$ cat src/rtl/sprite_pkg.sv
// sprite_pkg: shared SAT layout, slot record, FSM encoding and line-hit helper
package sprite_pkg;
  localparam int NUM_SPRITES = 16;
  localparam int IDX_W = $clog2(NUM_SPRITES);
  localparam int SPRITE_SIZE = 16;
  localparam int COORD_W = 10;
  localparam int ATTR_W = 21;
  localparam int EN_BIT = 20;
  localparam int X_LSB = 10;
  localparam int Y_LSB = 0;
  localparam logic [COORD_W:0] SIZE_EXT = SPRITE_SIZE;
  typedef enum logic [1:0] {IDLE, SCAN, COMMIT} state_e;
  typedef struct packed {
    logic [COORD_W-1:0] x;
    logic [COORD_W-1:0] y;
    logic [IDX_W-1:0] id;
  } slot_t;
  function automatic logic line_hit(input logic [COORD_W-1:0] line, input logic [COORD_W-1:0] y);
    return ({1'b0, line} >= {1'b0, y}) && ({1'b0, line} < {1'b0, y} + SIZE_EXT);
  endfunction
endpackage

$ cat src/rtl/sprite_priority_mux.sv
// sprite_priority_mux: registered lowest-index-wins compositor of renderer slots
module sprite_priority_mux #(
  parameter int NUM_SLOTS = 4
) (
  input  logic                   clk,
  input  logic                   reset,
  input  logic [NUM_SLOTS-1:0]   hit,
  input  logic [3*NUM_SLOTS-1:0] rgb,
  output logic [2:0]             pix_rgb,
  output logic                   pix_valid
);
  logic [2:0] pix_rgb_q, pix_rgb_d;
  logic pix_valid_q, pix_valid_d;
  always_comb begin
    pix_rgb_d = '0;
    for (int k = NUM_SLOTS - 1; k >= 0; k--) pix_rgb_d = hit[k] ? rgb[3*k +: 3] : pix_rgb_d;
    pix_valid_d = |hit;
  end
  always_ff @(posedge clk) begin
    if (reset) begin
      pix_rgb_q <= '0;
      pix_valid_q <= 1'b0;
    end else begin
      pix_rgb_q <= pix_rgb_d;
      pix_valid_q <= pix_valid_d;
    end
  end
  assign pix_rgb = pix_rgb_q;
  assign pix_valid = pix_valid_q;
endmodule

$ cat src/rtl/sprite_line_scheduler.sv
// sprite_line_scheduler: scans the SAT each hblank and commits up to NUM_SLOTS sprites for the next line
module sprite_line_scheduler
  import sprite_pkg::*;
#(
  parameter int NUM_SLOTS = 4
) (
  input  logic                         clk,
  input  logic                         reset,
  input  logic                         line_start,
  input  logic [COORD_W-1:0]           next_line,
  input  logic                         attr_we,
  input  logic [IDX_W-1:0]             attr_waddr,
  input  logic [ATTR_W-1:0]            attr_wdata,
  output logic                         busy,
  output logic                         line_ready,
  output logic                         overflow,
  output logic [NUM_SLOTS-1:0]         slot_valid,
  output logic [COORD_W*NUM_SLOTS-1:0] slot_x,
  output logic [COORD_W*NUM_SLOTS-1:0] slot_y,
  output logic [IDX_W*NUM_SLOTS-1:0]   slot_id,
  input  logic [NUM_SLOTS-1:0]         slot_hit,
  input  logic [3*NUM_SLOTS-1:0]       slot_rgb,
  output logic [2:0]                   pix_rgb,
  output logic                         pix_valid
);
  localparam int CNT_W = $clog2(NUM_SLOTS + 1);
  state_e state_q, state_d;
  logic [IDX_W-1:0] idx_q, idx_d;
  logic [CNT_W-1:0] cnt_q, cnt_d;
  logic ovf_q, ovf_d, overflow_q, overflow_d, line_ready_q, line_ready_d;
  logic [COORD_W-1:0] line_q, line_d;
  logic [ATTR_W-1:0] sat_q [NUM_SPRITES];
  logic [ATTR_W-1:0] sat_d [NUM_SPRITES];
  slot_t shadow_q [NUM_SLOTS];
  slot_t shadow_d [NUM_SLOTS];
  slot_t slot_q [NUM_SLOTS];
  slot_t slot_d [NUM_SLOTS];
  logic [NUM_SLOTS-1:0] slot_valid_q, slot_valid_d;
  logic [ATTR_W-1:0] cur;
  logic hit;
  always_comb begin
    sat_d = sat_q;
    if (attr_we) sat_d[attr_waddr] = attr_wdata;
  end
  always_comb begin
    state_d = state_q;
    idx_d = idx_q;
    cnt_d = cnt_q;
    ovf_d = ovf_q;
    line_d = line_q;
    shadow_d = shadow_q;
    slot_d = slot_q;
    slot_valid_d = slot_valid_q;
    overflow_d = overflow_q;
    line_ready_d = 1'b0;
    cur = sat_q[idx_q];
    hit = (state_q == SCAN) && cur[EN_BIT] && line_hit(line_q, cur[Y_LSB +: COORD_W]);
    if (line_start) begin
      state_d = SCAN;
      idx_d = '0;
      cnt_d = '0;
      ovf_d = 1'b0;
      line_d = next_line;
      for (int k = 0; k < NUM_SLOTS; k++) shadow_d[k] = '0;
    end else if (state_q == SCAN) begin
      for (int k = 0; k < NUM_SLOTS; k++)
        if (hit && cnt_q == CNT_W'(k)) shadow_d[k] = '{x: cur[X_LSB +: COORD_W], y: cur[Y_LSB +: COORD_W], id: idx_q};
      if (hit && cnt_q == CNT_W'(NUM_SLOTS)) ovf_d = 1'b1;
      else if (hit) cnt_d = cnt_q + 1'b1;
      idx_d = idx_q + 1'b1;
      state_d = (idx_q == IDX_W'(NUM_SPRITES - 1)) ? COMMIT : SCAN;
    end else if (state_q == COMMIT) begin
      slot_d = shadow_q;
      for (int k = 0; k < NUM_SLOTS; k++) slot_valid_d[k] = cnt_q > CNT_W'(k);
      overflow_d = ovf_q;
      line_ready_d = 1'b1;
      state_d = IDLE;
    end
  end
  always_ff @(posedge clk) begin
    if (reset) begin
      state_q <= IDLE;
      idx_q <= '0;
      cnt_q <= '0;
      ovf_q <= 1'b0;
      line_q <= '0;
      overflow_q <= 1'b0;
      line_ready_q <= 1'b0;
      slot_valid_q <= '0;
      for (int k = 0; k < NUM_SPRITES; k++) sat_q[k] <= '0;
      for (int k = 0; k < NUM_SLOTS; k++) begin
        shadow_q[k] <= '0;
        slot_q[k] <= '0;
      end
    end else begin
      state_q <= state_d;
      idx_q <= idx_d;
      cnt_q <= cnt_d;
      ovf_q <= ovf_d;
      line_q <= line_d;
      overflow_q <= overflow_d;
      line_ready_q <= line_ready_d;
      slot_valid_q <= slot_valid_d;
      sat_q <= sat_d;
      shadow_q <= shadow_d;
      slot_q <= slot_d;
    end
  end
  always_comb begin
    busy = state_q != IDLE;
    line_ready = line_ready_q;
    overflow = overflow_q;
    slot_valid = slot_valid_q;
    slot_x = '0;
    slot_y = '0;
    slot_id = '0;
    for (int k = 0; k < NUM_SLOTS; k++) begin
      slot_x[COORD_W*k +: COORD_W] = slot_q[k].x;
      slot_y[COORD_W*k +: COORD_W] = slot_q[k].y;
      slot_id[IDX_W*k +: IDX_W] = slot_q[k].id;
    end
  end
  sprite_priority_mux #(.NUM_SLOTS(NUM_SLOTS)) u_mux (
    .clk(clk),
    .reset(reset),
    .hit(slot_hit & slot_valid_q),
    .rgb(slot_rgb),
    .pix_rgb(pix_rgb),
    .pix_valid(pix_valid)
  );
endmodule
$ cat config.mk
export PLATFORM = sky130hd
export DESIGN_NAME = sprite_line_scheduler
export DESIGN_NICKNAME = d
export VERILOG_FILES = /design/src/rtl/sprite_pkg.sv /design/src/rtl/sprite_priority_mux.sv /design/src/rtl/sprite_line_scheduler.sv
export SDC_FILE = /design/constraint.sdc
export NUM_CORES = 1
export LEC_CHECK = 0
export CAP_MARGIN = 10
export CORE_ASPECT_RATIO = 1.1
export CORE_MARGIN = 2
export CORE_UTILIZATION = 60
export DETAILED_ROUTE_END_ITERATION = 10
export PLACE_DENSITY = 0.81
export SLEW_MARGIN = 20
export SYNTH_ARGS = -nofsm -noshare
export SYNTH_HDL_FRONTEND = slang
export SYNTH_SLANG_ARGS = --single-unit
$ cat constraint.sdc
create_clock -name clk -period 8.56 [get_ports clk]
set_clock_uncertainty 0.1 [all_clocks]
set_input_delay 1.284 -clock clk [delete_from_list [all_inputs] [get_ports clk]]
set_output_delay 1.284 -clock clk [all_outputs]
set_load 0.02 [all_outputs]
Yosys cells after proc, flatten, opt, wreduce, memory -nomap -nowiden. Index checks and enable logic that the tools add are counted.

Output and inout bits: 107. Input bits: 55. ROM bits: 0. RAM bits: 0. Word-level logic and storage cells: 114. Bits in latches: 0. Memories kept: 0. Register bits: 558.

Muxes and demuxes: 15. Multiply operators: 0. Shift-type cells: 0. Add/subtract/negate cells: 3. Equality and inequality tests: 7. $lt $le $gt $ge: 9. Bitwise logic cells: 6. Reductions and logical operators: 23. Div/mod/pow operators: 0.

Operators with widths (number): bitwise mux 336 bit (1); binary-select mux 21 bit (select 4 bit) (1); demux 21 bit (select 4 bit) (1); 2-to-1 mux 21 bit (3); 2-to-1 mux 3 bit (4); adder 10 x 5 -> 11 bit (second input constant) (1); less-than comparator 10 x 11 -> 1 bit (1); >= comparator 10 bit (1); >= comparator 5 bit (second input constant) (2); NOT 4 -> 5 bit (2); AND reduction 2 bit (5); logical AND 1 bit (9); == test 3 x 2 -> 1 bit (second input constant) (2); greater-than comparator 3 x 1 -> 1 bit (second input constant) (2); greater-than comparator 3 x 2 -> 1 bit (second input constant) (2); 2-to-1 mux 2 bit (3); AND reduction 3 bit (2); less-than comparator 5 x 1 -> 1 bit (second input constant) (1); adder 4 x 1 -> 4 bit (second input constant) (1); bitwise AND 4 bit (1); == test 4 bit (second input constant) (1); nonzero test 2 bit (2); OR reduction 4 bit (1); adder 3 x 1 -> 3 bit (second input constant) (1); other kinds (10) (13).

Logic depth before layout (Yosys ltp). Gate-level depths: netlist of run 1.

Depth after elaboration: 11. Gate-level depth with buffers: 19. Depth with buffers taken out: 14.

Modules after synthesis. From an unflattened synthesis of run 1, not the netlist that was laid out.

Cell total of the unflattened synthesis: 2640. Area total of the unflattened synthesis: 22902.0 um^2.

By module, submodules not included: sprite_line_scheduler (seq. area each 11090.6 um^2, instances 1, cells an instance 2619, area each 22710.5 um^2); sprite_priority_mux (seq. area each 80.1 um^2, instances 1, cells an instance 21, area each 191.4 um^2).

Least setup slack after synthesis of run 1. OpenSTA, ideal clock, no wires.

Path type: reg-to-reg. Start: register idx_q[1]. End: register shadow_q[25] (netlist bit). Clock period less this slack: 4.258 ns. Setup time: 0.072 ns. Required time: 8.388 ns. Stages on the path, launching flop included: 18. Arrival time: 4.087 ns. Slack: 4.302 ns. Path buffers: 7. Cells stage by stage: dfxtp_1 -> buf_2 -> buf_2 -> buf_2 -> buf_2 -> buf_2 -> mux4_2 -> mux4_2 -> ha_1 -> nand2b_1 -> a211oi_1 -> o21ai_0 -> a41oi_1 -> nor2_1 -> buf_4 -> nand4_2 -> buf_6 -> mux2i_1.

Word-level cells in the longest chain between the ends: 10. Elaborated cells between the ends (all ways): 12. Those cells by class: add/sub (1); order compare (2); mux (3); bitwise (1); reduce/logical (5).

Ends and longest elaborated chain: start, declared (RTL line sprite_line_scheduler.sv:28) `logic [IDX_W-1:0] idx_q, idx_d;`; start signal, assigned (RTL line sprite_line_scheduler.sv:97) `idx_q <= idx_d;`; NOT 4 -> 5 bit (implied by the code) * (RTL line sprite_line_scheduler.sv:56) `cur = sat_q[idx_q];`; binary-select mux 21 bit (select 4 bit) * (RTL line sprite_line_scheduler.sv:56); 2-to-1 mux 21 bit (implied by the code) * (2 in a row) (RTL line sprite_line_scheduler.sv:56); via cur[0] (RTL line sprite_line_scheduler.sv:39) `logic [ATTR_W-1:0] cur;`; adder 10 x 5 -> 11 bit (RTL line sprite_pkg.sv:19) `return ({1'b0, line} >= {1'b0, y}) && ({1'b0, line} < {1'b0, y} + SIZE_EXT);`; less-than comparator 10 x 11 -> 1 bit (RTL line sprite_pkg.sv:19); logical AND 1 bit * (RTL line sprite_pkg.sv:19); logical AND 1 bit * (RTL line sprite_line_scheduler.sv:57) `hit = (state_q == SCAN) && cur[EN_BIT] && line_hit(line_q, cur[Y_LSB +: COORD_W]);`; logical AND 1 bit * (RTL line sprite_line_scheduler.sv:67) `if (hit && cnt_q == CNT_W'(k)) shadow_d[k] = '{x: cur[X_LSB +: COORD_W], y: cur[Y_LSB +: COORD_W], id: idx_q};`; AND reduction 2 bit (no source line) *; end signal, assigned (RTL line sprite_line_scheduler.sv:105) `shadow_q <= shadow_d;`; end, declared (RTL line sprite_line_scheduler.sv:34) `slot_t shadow_q [NUM_SLOTS];`.

Mark *: on every way through the listed nets, which the timed path passes. The rest lies on a longest branch. The select of a mux whose other input is x is not followed. A chain may end at the register's enable or synchronous reset.

Worst setup path in the final report of run 1.
Start: register idx_q[0]. End: register shadow_q[30] (netlist bit).

Word-level cells in the longest chain between the ends: 10. Elaborated cells between the ends (all ways): 12. Those cells by class: add/sub (1); order compare (2); mux (3); bitwise (1); reduce/logical (5).

Ends and longest elaborated chain (RTL line): NOT 4 -> 5 bit (implied by the code) * (sprite_line_scheduler.sv:56); binary-select mux 21 bit (select 4 bit) * (sprite_line_scheduler.sv:56); 2-to-1 mux 21 bit (implied by the code) * (2 in a row) (sprite_line_scheduler.sv:56); adder 10 x 5 -> 11 bit (sprite_pkg.sv:19); less-than comparator 10 x 11 -> 1 bit (sprite_pkg.sv:19); logical AND 1 bit (sprite_pkg.sv:19); logical AND 1 bit (sprite_line_scheduler.sv:57); logical AND 1 bit (sprite_line_scheduler.sv:67); AND reduction 2 bit (no source line).

Mark *: on every way between the ends. The rest lies on a longest branch, timed or not. The select of a mux whose other input is x is not followed.

==> qor.yml, run 1 <==
logic_synthesis:
  synth_seq_area_share_pct: 49.0
  netlist_instances: 2640
  yosysMostFrequentCell: "nand2_1"
  synthDistinctLibCells: 46
  async_flop_share_pct: 0
  ys_ff_latch: 558
  synthTopCellsByArea: "dfxtp_1 (49%), nand2_1 (17%), mux4_2 (10%)"
  synth_warnings: 0
  synth_top_cell_area_share_pct: 49.0
  synth_ff_type: "dfxtp_1"
  synth_edf_count: 0
  synth_top_cell_by_area: "dfxtp_1"
  synth.avg_cell_area_um2: 8.64
  synth_area_mm2: 0.0228
  synthTopCellsByCount: "nand2_1 (1014), dfxtp_1 (558), a21oi_1 (444), clkbuf_1 (193), mux2i_1 (112)"
  syn-num-nets: 2721
placed_design:
  placed_cells: 3102
  port_buffers: 161
  gp_congestion: 0.963
  dp_hpwl_um: 40000
  pre_cts_slack_ns: 2.92
clock_tree:
  cts_setup_buffers: 0
  clk_latency_ns: 0.58
  cts_made_buffers: 51
  numClockSinks: 558
  path_clk_slew_ns: 0.06
  ctsResizeCount: 0
  clock_path_buffers: 3
  cts_max_level: 2
  tritoncts: "done"
  clockRootBuffer: "clkbuf_16"
  cts_hold_buffers: 0
floorplan:
  rows: 74
  fp.dieW_um: 190
  dieArea_mm2: 0.0396
  core-area_mm2: 0.0373
  num_io_pins: 162
  fp.dieH_um: 209
  start_util_pct: 61.1
route:
  via_per_inst: 6.05
  drc: 0
  routed_wl_um: 66100
  drtIter0Drc: 2247
  first_pass_iters: 6
  num_vias: 19300
  antenna_left: 0
  wl_per_cell_um: 20.7
global_route:
  gr-usage-all-layers_pct: 32.9
  grt_start_max_net_pins: 147
  grt_pass1_vias: 18600
  antenna_found_initial: 1
  grt_overflow: 0
  grt_pass1_wl_um: 102000
pwr:
  power_density_mw_per_mm2: 196
  ir_drop_uv: 142
  p_leak_nw: 8.98
  p_total_w: 0.00512
timing:
  final.setup.tns_ns: 0
  finalHoldViolations: 0
  fin_ws_ns: 2.80
  rsz0062_at_grt: "false"
  setup_viol: 0
  fmax_mhz: 174
  slew_headroom_pct: 26.5
  slew_violations: 0
  final.period_utilization_pct: 67.3
  worst_pin_slew_ns: 1.10
  min_period_ns: 5.76
worst_hold_path:
  holdPathEnd: "sat_q[121]$_SDFFE_PP0P_"
  hp-class: "flip-flop to flip-flop"
  hp-start: "sat_q[121]$_SDFFE_PP0P_"
  hold_path_depth: 2
final_layout:
  n_fill_cell: 2701
  area_growth_pct: 14.2
  fin_cells: 3190
  drive_gt1_share_pct: 8.94
  num-nets-final: 2742
setup_path:
  r2r-end: "shadow_q[30]$_SDFFE_PP0P_"
  crit_path_start_kind: "flip-flop"
  worst-endpoint-arrival_ns: 6.12
  path_class: "flip-flop to flip-flop"
  r2r-start: "idx_q[0]$_SDFFE_PP0P_"
  regToRegSetupSlack_ns: 2.80
  cp_max_fo: 37
  crit_required_ns: 8.93
  worstSetupEndpointType: "flip-flop"
  reg2reg_depth: 12
status:
  status: "finished, final reports clean"
job:
  max_cap_viol_count: 0
==> per-layer routing <==
metal  wire [um]  track usage, %
met5           0               0
met4        3520            16.8
met3        6550            5.55
met2       30900            53.6
met1       25100            42.2
==> cell usage in the layout, fill, tap and decap left out, types with 2 or more instances in the layout <==
| master | netlist | routed |
|---|---|---|
| nand2_1 | 1014 | 1010 |
| dfxtp_1 | 558 | 556 |
| a21oi_1 | 444 | 444 |
| clkdlybuf4s50_1 | 0 | 160 |
| mux2i_1 | 112 | 112 |
| mux4_2 | 102 | 102 |
| clkbuf_16 | 0 | 51 |
| nor2_1 | 42 | 41 |
| buf_4 | 2 | 40 |
| ha_1 | 26 | 26 |
| inv_1 | 19 | 19 |
| clkbuf_8 | 0 | 12 |
| clkbuf_1 | 193 | 12 |
| nand3_1 | 10 | 10 |
| clkinv_2 | 0 | 7 |
| a211oi_1 | 6 | 6 |
| xnor2_1 | 6 | 6 |
| nand2b_1 | 6 | 6 |
| o21ai_0 | 6 | 6 |
| nor3_2 | 0 | 5 |
| nor2b_1 | 4 | 4 |
| o211ai_1 | 4 | 4 |
| nand2_2 | 0 | 4 |
| o21a_1 | 3 | 3 |
| a41oi_1 | 3 | 3 |
| a32oi_1 | 3 | 3 |
| nand4_1 | 3 | 3 |
| bufinv_16 | 0 | 3 |
| and2_1 | 2 | 2 |
| a31oi_1 | 2 | 2 |
| nor3_1 | 7 | 2 |
| or2_2 | 2 | 2 |
| and3_1 | 2 | 2 |
| nand3b_1 | 2 | 2 |
| a32o_1 | 2 | 2 |
| a31o_2 | 2 | 2 |
| dfxtp_4 | 0 | 2 |
==> worst max-delay path: stages (launching register included) <==
cell and delay [ns]:
dfxtp_4 0.79, buf_4 0.69, mux4_2 0.58, mux4_2 0.53, inv_1 0.08, ha_1 0.23
nor2b_1 0.14, o21a_1 0.17, o21a_1 0.17, o21ai_0 0.24, a32o_1 0.55, nand4_2 0.92
mux2i_1 0.44
==> power breakdown <==
group,switching [W],leakage (nW),internal [W],total [W]
combinational,0.000154,3.68,0.0000792,0.000233
clock,0.000959,0.803,0.00128,0.00224
sequential,0.0000198,4.50,0.00262,0.00264
==> kinds of logic after synthesis <==
kind of cell / after synthesis / share of synthesized area, %
and+or+nand+nor: 1103 / 18.8
xor gates and xnor gates: 7 / 0.269
adders and majority gates: 26 / 1.43
DFF: 558 / 49.0
AOI/OAI and AO/OA: 479 / 10.9
muxes: 214 / 15.0
buffers and inverters: 253 / 4.68
==> how the worst max path moves through the flow <==
stage	start	endpoint	slack, ns	depth (start not counted)
3_5_place_dp	idx_q[0]$_SDFFE_PP0P_	shadow_q[30]$_SDFFE_PP0P_	2.92	12
4_1_cts	idx_q[0]$_SDFFE_PP0P_	shadow_q[30]$_SDFFE_PP0P_	2.82	12
5_1_grt	idx_q[0]$_SDFFE_PP0P_	shadow_q[30]$_SDFFE_PP0P_	2.40	12
6_report	idx_q[0]$_SDFFE_PP0P_	shadow_q[30]$_SDFFE_PP0P_	2.80	12
2_1_floorplan	idx_q[1]$_SDFFE_PP0P_	shadow_q[25]$_SDFFE_PP0P_	4.30	17
3_3_place_gp	idx_q[0]$_SDFFE_PP0P_	shadow_q[47]$_SDFFE_PP0P_	3.02	12
==> final cells by class <==
cell class / instances / area [um^2] / area share, %
Inverter: 19 / 71.3 / 0.274
Multi-Input combinational cell: 1829 / 10600 / 40.8
Clock inverter: 12 / 141 / 0.543
Sequential cell: 558 / 11200 / 42.9
Antenna cell: 1 / 2.50 / 0.00961
Timing Repair Buffer: 202 / 1930 / 7.40
Tap cell: 494 / 618 / 2.37
Clock buffer: 75 / 1490 / 5.71
==> sequential cells by signal, summed over array words and instances, names as in the netlist, 4 cells and up <==
name	cells
idx_q	4
slot_x	40
shadow_q	96
slot_y	40
slot_id	16
line_q	10
sat_q	336
slot_valid	4
==> through the flow <==
step                utilization (%)  cell area [um^2]  hold WS [ns]
global route                   69.8             26000         0.367
floorplan                         -             22800         0.332
CTS                            69.8             26000         0.351
finish                         69.8             26000         0.352
detailed placement             65.4             24400         0.343
global placement               65.4             24400         0.338
No activity file was read; power rests on OpenSTA's default activity.
==> run 2, diff against run 1 <==
--- a/config.mk
+++ b/config.mk
@@ -8,9 +8,9 @@
 export CAP_MARGIN = 10
 export CORE_ASPECT_RATIO = 1.1
 export CORE_MARGIN = 2
-export CORE_UTILIZATION = 60
+export CORE_UTILIZATION = 59
 export DETAILED_ROUTE_END_ITERATION = 10
-export PLACE_DENSITY = 0.81
+export PLACE_DENSITY = 0.8
 export SLEW_MARGIN = 20
 export SYNTH_ARGS = -nofsm -noshare
 export SYNTH_HDL_FRONTEND = slang
==> constraint.sdc (replaced) <==
create_clock -name clk -period 5.8 [get_ports clk]
set_clock_uncertainty 0.1 [all_clocks]
set_input_delay 0.87 -clock clk [delete_from_list [all_inputs] [get_ports clk]]
set_output_delay 0.87 -clock clk [all_outputs]
set_load 0.02 [all_outputs]
==> run 2 against run 1 <==
Against the previous run: clock power increased by 54%; sequential power increased by 47%; die area increased by 1.7%; core utilization decreased by 0.96 points; via count decreased by 0.40%; first-iteration DRC count decreased by 2.8%; global-route usage decreased by 0.39 points; critical path depth increased by 2; power increased by 50%; sequential share of layout area decreased by 0.30 points; critical endpoint is now shadow_q[51]$_SDFFE_PP0P_; largest power group unchanged; highest routed layer unchanged.
==> qor.yml, run 2 (synthesized netlist as in run 1, its figures left out) <==
route:
  antenna_left: 0
  wl_per_cell_um: 20.7
  num_vias: 19200
  drtIter0Drc: 2185
  via_per_inst: 5.99
  routed_wl_um: 66300
  drc: 0
  first_pass_iters: 8
final_layout:
  largest_reg_flops: 336
  layout_common_cells: "nand2_1 (1009), dfxtp_1 (556), a21oi_1 (444)"
  area_growth_pct: 15.0
  reg_top3: "sat_q (336), shadow_q (96)"
  regMostFlops: "sat_q"
  final_common_cell: "nand2_1"
  final_util_pct: 68.8
  num-nets-final: 2748
  n_fill_cell: 2862
  drive_gt1_share_pct: 9.45
clock_tree:
  clock_path_buffers: 3
  numClockSinks: 558
  cts_max_level: 2
  tritoncts: "done"
  clockRootBuffer: "clkbuf_16"
  ctsResizeCount: 0
  clk_latency_ns: 0.59
  path_clk_slew_ns: 0.07
  cts_setup_buffers: 0
  cts_made_buffers: 51
  cts_hold_buffers: 0
floorplan:
  dieArea_mm2: 0.0403
  num_io_pins: 162
  fp.dieW_um: 191
  fp.dieH_um: 210
  start_util_pct: 59.9
  core-area_mm2: 0.0381
  rows: 75
setup_path:
  worstSetupEndpointType: "flip-flop"
  crit_required_ns: 6.19
  regToRegSetupSlack_ns: 0.97
  worst-endpoint-arrival_ns: 5.22
  cp_max_fo: 24
  r2r-start: "idx_q[2]$_SDFFE_PP0P_"
  path_class: "flip-flop to flip-flop"
  crit_path_start_kind: "flip-flop"
  r2r-end: "shadow_q[51]$_SDFFE_PP0P_"
  reg2reg_depth: 14
timing:
  worst_pin_slew_ns: 1.24
  holdWs_ns: 0.351
  slew_violations: 0
  finalHoldViolations: 0
  rsz0062_at_grt: "false"
  fmax_mhz: 207
  final.setup.tns_ns: 0
  slew_headroom_pct: 16.8
  setup_viol: 0
  final.period_utilization_pct: 83.3
  min_period_ns: 4.83
pwr:
  power_density_mw_per_mm2: 293
  p_sw_share_pct: 22.1
  p_leak_nw: 9.09
  power_frac_comb_pct: 4.6
  p_int_w: 0.00599
  pwr-share-clk_pct: 44.8
  switchingPower_w: 0.00170
  power_frac_seq_pct: 50.6
  ir_drop_uv: 268
global_route:
  grt_pass1_vias: 18700
  gr-usage-all-layers_pct: 32.5
  antenna_found_initial: 1
  grt_start_max_net_pins: 114
  grt_overflow: 0
  grt_pass1_wl_um: 102000
status:
  status: "finished, final reports clean"
worst_hold_path:
  holdPathEnd: "slot_x[8]$_SDFFE_PP0P_"
  hp-class: "flip-flop to flip-flop"
  hold_path_depth: 2
  hp-start: "shadow_q[94]$_SDFFE_PP0P_"
placed_design:
  dp_hpwl_um: 40600
  port_buffers: 161
  gp_congestion: 0.891
job:
  max_cap_viol_count: 0
==> run 2: worst max-delay path: stages (launching register included) <==
cell and delay (ns):
dfxtp_1 0.71, inv_1 0.48, mux2i_1 0.21, mux2i_1 0.51, inv_1 0.13, nor3_1 0.27, nand3_1 0.14, xnor2_1 0.16
ha_1 0.30, o2111ai_1 0.09, a21oi_1 0.06, o21ai_0 0.09, a32o_1 0.54, nand4_4 0.59, mux2i_1 0.35
==> run 2: how the worst max path moves through the flow <==
stage / from / endpoint / slack [ns] / cells past startpoint
final: idx_q[2]$_SDFFE_PP0P_ / shadow_q[51]$_SDFFE_PP0P_ / 0.97 / 14
after global routing: idx_q[2]$_SDFFE_PP0P_ / shadow_q[68]$_SDFFE_PP0P_ / 0.60 / 14
after CTS: idx_q[2]$_SDFFE_PP0P_ / shadow_q[51]$_SDFFE_PP0P_ / 1.03 / 14
after detailed placement: idx_q[0]$_SDFFE_PP0P_ / shadow_q[57]$_SDFFE_PP0P_ / 1.11 / 12
after global placement: idx_q[0]$_SDFFE_PP0P_ / shadow_q[55]$_SDFFE_PP0P_ / 1.17 / 12
after floorplan: idx_q[1]$_SDFFE_PP0P_ / shadow_q[25]$_SDFFE_PP0P_ / 1.54 / 17
==> run 2: per-stage QoR <==
stage	instances	setup WS, ns	instance area (um^2)	power (W)
3_5_place_dp	3113	1.11	24500	0.00432
5_1_grt	3209	0.599	26200	0.00789
6_report	3209	0.969	26200	0.00769
4_1_cts	3207	1.03	26200	0.00770
3_3_place_gp	3113	1.17	24500	0.00431
2_1_floorplan	2640	1.54	22800	0.00420
==> run 2: area by class of cell <==
type	instances	area [um^2]	area share, %
tap	500	626	2.39
multi-input combinational	1829	10600	40.5
timing repair buffer	208	2000	7.63
clock inverter	19	198	0.754
clock buffer	75	1530	5.83
antenna	1	2.50	0.00954
sequential	558	11200	42.6
inverter	19	71.3	0.272
==> run 2: layer usage <==
layer / routed length [um] / GRT usage (%)
met5: 0 / 0
met4: 3420 / 15.9
met3: 6470 / 6.74
met2: 31600 / 54.4
met1: 24800 / 40.0
==> run 2: power by group through the flow <==
stage	Sequential (W)	Clock, W	Combinational, W
floorplan	0.00396	0	0.000239
global placement	0.00398	0	0.000330
detailed placement	0.00398	0	0.000339
CTS	0.00389	0.00346	0.000342
global route	0.00389	0.00362	0.000375
finish	0.00389	0.00345	0.000352
==> run 3, diff against run 2 <==
==> constraint.sdc (replaced) <==
create_clock -name clk -period 4.9 [get_ports clk]
set_clock_uncertainty 0.1 [all_clocks]
set_input_delay 0.735 -clock clk [delete_from_list [all_inputs] [get_ports clk]]
set_output_delay 0.735 -clock clk [all_outputs]
set_load 0.02 [all_outputs]
==> run 3 against run 2 <==
Against the previous run: sequential power is 19% higher; clock power is 8.7% higher; power is 14% higher; combinational power is 19% higher; global-route usage is 0.12 points lower; cell count is 0.34% lower; sequential share of layout area is 0.26 points higher.
==> qor.yml, run 3 (synthesized netlist as in run 1, its figures left out) <==
worst_hold_path:
  holdPathEnd: "sat_q[26]$_SDFFE_PP0P_"
  hp-start: "sat_q[26]$_SDFFE_PP0P_"
  hold_path_depth: 2
  hp-class: "flip-flop to flip-flop"
setup_path:
  critical_path.cell_chain: "buf_12 -> mux4_2 -> mux2i_1 -> mux2i_1 -> inv_1 -> nor3_1 -> nand3_1 -> xnor2_1 -> ha_1 -> o2111ai_1 -> a21oi_1 -> o21ai_0 -> a32o_2 -> nand4_2 -> buf_4 -> mux2i_1"
  crit_required_ns: 5.30
  cp.buffers_inverters: 3
  worst-endpoint-arrival_ns: 4.95
  reg2reg_depth: 16
  r2r-end: "shadow_q[44]$_SDFFE_PP0P_"
  critical_path.top_delay_family: "multiplexers"
  cp_max_fo: 34
  worstSetupEndpointType: "flip-flop"
  regToRegSetupSlack_ns: 0.35
  slowest_delay_ns: 0.61
  crit_path_top_delay_cell: "dfxtp_4"
  path_class: "flip-flop to flip-flop"
  worst_path_most_repeated_cell: "mux2i_1"
  crit_path_start_kind: "flip-flop"
  r2r-start: "idx_q[0]$_SDFFE_PP0P_"
timing:
  finalHoldViolations: 0
  final.setup.tns_ns: 0
  rsz0062_at_grt: "false"
  setup_viol: 0
  fin_ws_ns: 0.353
  slew_headroom_pct: 35.9
  slew_violations: 0
  worst_pin_slew_ns: 0.956
  fmax_mhz: 220
  min_period_ns: 4.55
  final.period_utilization_pct: 92.8
route:
  first_pass_iters: 6
  via_per_inst: 6.04
  antenna_left: 0
  wl_per_cell_um: 20.7
  num_vias: 19300
  drtIter0Drc: 2397
  drc: 0
  routed_wl_um: 66100
clock_tree:
  cts_max_level: 2
  clock_path_buffers: 3
  clk_latency_ns: 0.59
  clockRootBuffer: "clkbuf_16"
  numClockSinks: 558
  cts_made_buffers: 50
  path_clk_slew_ns: 0.06
  cts_hold_buffers: 0
  tritoncts: "done"
  cts_setup_buffers: 0
  ctsResizeCount: 0
global_route:
  grt_pass1_wl_um: 102000
  met1_usage_pct: 41.2
  grt_pass1_vias: 18600
  use_met2_pct: 53.5
  gr-usage-all-layers_pct: 32.4
  busiest_layer: "met2"
  grt_overflow: 0
  grt_start_max_net_pins: 212
  gr-usage-met3_pct: 5.48
  antenna_found_initial: 0
final_layout:
  drive_gt1_share_pct: 9.12
  n_antenna_cell: 0
  final_util_pct: 68.4
  num-nets-final: 2743
  layout_common_cells: "nand2_1 (1005), dfxtp_1 (556), a21oi_1 (444)"
  area_growth_pct: 14.3
  fin_area_mm2: 0.0261
  largest_reg_flops: 336
  regMostFlops: "sat_q"
  final_common_cell: "nand2_1"
  reg_top3: "sat_q (336), shadow_q (96)"
  n_fill_cell: 2897
floorplan:
  fp.dieW_um: 191
  core-area_mm2: 0.0381
  dieArea_mm2: 0.0403
  fp.dieH_um: 210
  start_util_pct: 59.9
  rows: 75
  num_io_pins: 162
placed_design:
  gp_congestion: 0.895
  port_buffers: 161
  pre_cts_slack_ns: 0.281
  dp_hpwl_um: 40300
  dpl_cell_area_mm2: 0.0245
pwr:
  p_total_w: 0.00877
  power_frac_comb_pct: 4.8
  pwr-share-clk_pct: 42.7
  p_sw_share_pct: 22.6
  ir_drop_uv: 256
  p_leak_nw: 8.98
  switchingPower_w: 0.00198
  p_int_w: 0.00679
  power_frac_seq_pct: 52.5
  power_density_mw_per_mm2: 336
status:
  status: "finished, final reports clean"
job:
  max_cap_viol_count: 0
-- run 3: cell types whose count changed in the layout (fill, tap and decap cells not counted), moves of 4 or more --
cell       change
clkinv_2       -5
buf_12         +4
nand2_2        +4
clkbuf_1       +7
clkbuf_8       -4
buf_4          -8
bufinv_16      -4
nand2_1        -4
-- run 3: final cells by class --
cell class	instances	area [um^2]	share of cell area [%]
Clock inverter	11	62.6	0.240
Sequential cell	558	11200	42.9
Inverter	19	71.3	0.274
Multi-Input combinational cell	1830	10700	40.9
Tap cell	500	626	2.40
Timing Repair Buffer	203	1990	7.65
Clock buffer	77	1480	5.66
-- run 3: how the worst max path moves through the flow --
stage	from	to	slack, ns	cells past startpoint
finish	idx_q[0]$_SDFFE_PP0P_	shadow_q[44]$_SDFFE_PP0P_	0.35	16
global route	idx_q[0]$_SDFFE_PP0P_	shadow_q[42]$_SDFFE_PP0P_	0.04	16
CTS	idx_q[0]$_SDFFE_PP0P_	shadow_q[62]$_SDFFE_PP0P_	0.21	15
detailed placement	idx_q[0]$_SDFFE_PP0P_	shadow_q[57]$_SDFFE_PP0P_	0.28	11
global placement	idx_q[0]$_SDFFE_PP0P_	shadow_q[57]$_SDFFE_PP0P_	0.38	11
floorplan	idx_q[1]$_SDFFE_PP0P_	shadow_q[25]$_SDFFE_PP0P_	0.64	17
-- run 3: worst min-delay path, delay by kind of cell, from the launching register on --
kind,cells,cell delay [ns]
flip-flops,1,0.30
AND/OR/NAND/NOR,1,0.05
AO/OA/AOI/OAI,1,0.05
-- run 3: metal layers --
metal / part of all wire [%] / vias up
met4: 5.2 / 0
met2: 47 / 1153
li1: - / 8807
met3: 9.6 / 221
met5: 0 / -
met1: 38 / 9142
-- run 3: through the flow --
step / hold slack, ns / std cells
after floorplan: 0.332 / 2640
after global placement: 0.337 / 3109
after detailed placement: 0.343 / 3109
after CTS: 0.352 / 3197
after global routing: 0.366 / 3198
final: 0.352 / 3198
-- run 3: power groups by stage --
stage,sequential (W),combinational (W),clock (W)
floorplan,0.00469,0.000283,0
global placement,0.00470,0.000393,0
detailed placement,0.00471,0.000403,0
CTS,0.00461,0.000406,0.00376
global route,0.00461,0.000447,0.00395
finish,0.00461,0.000419,0.00375
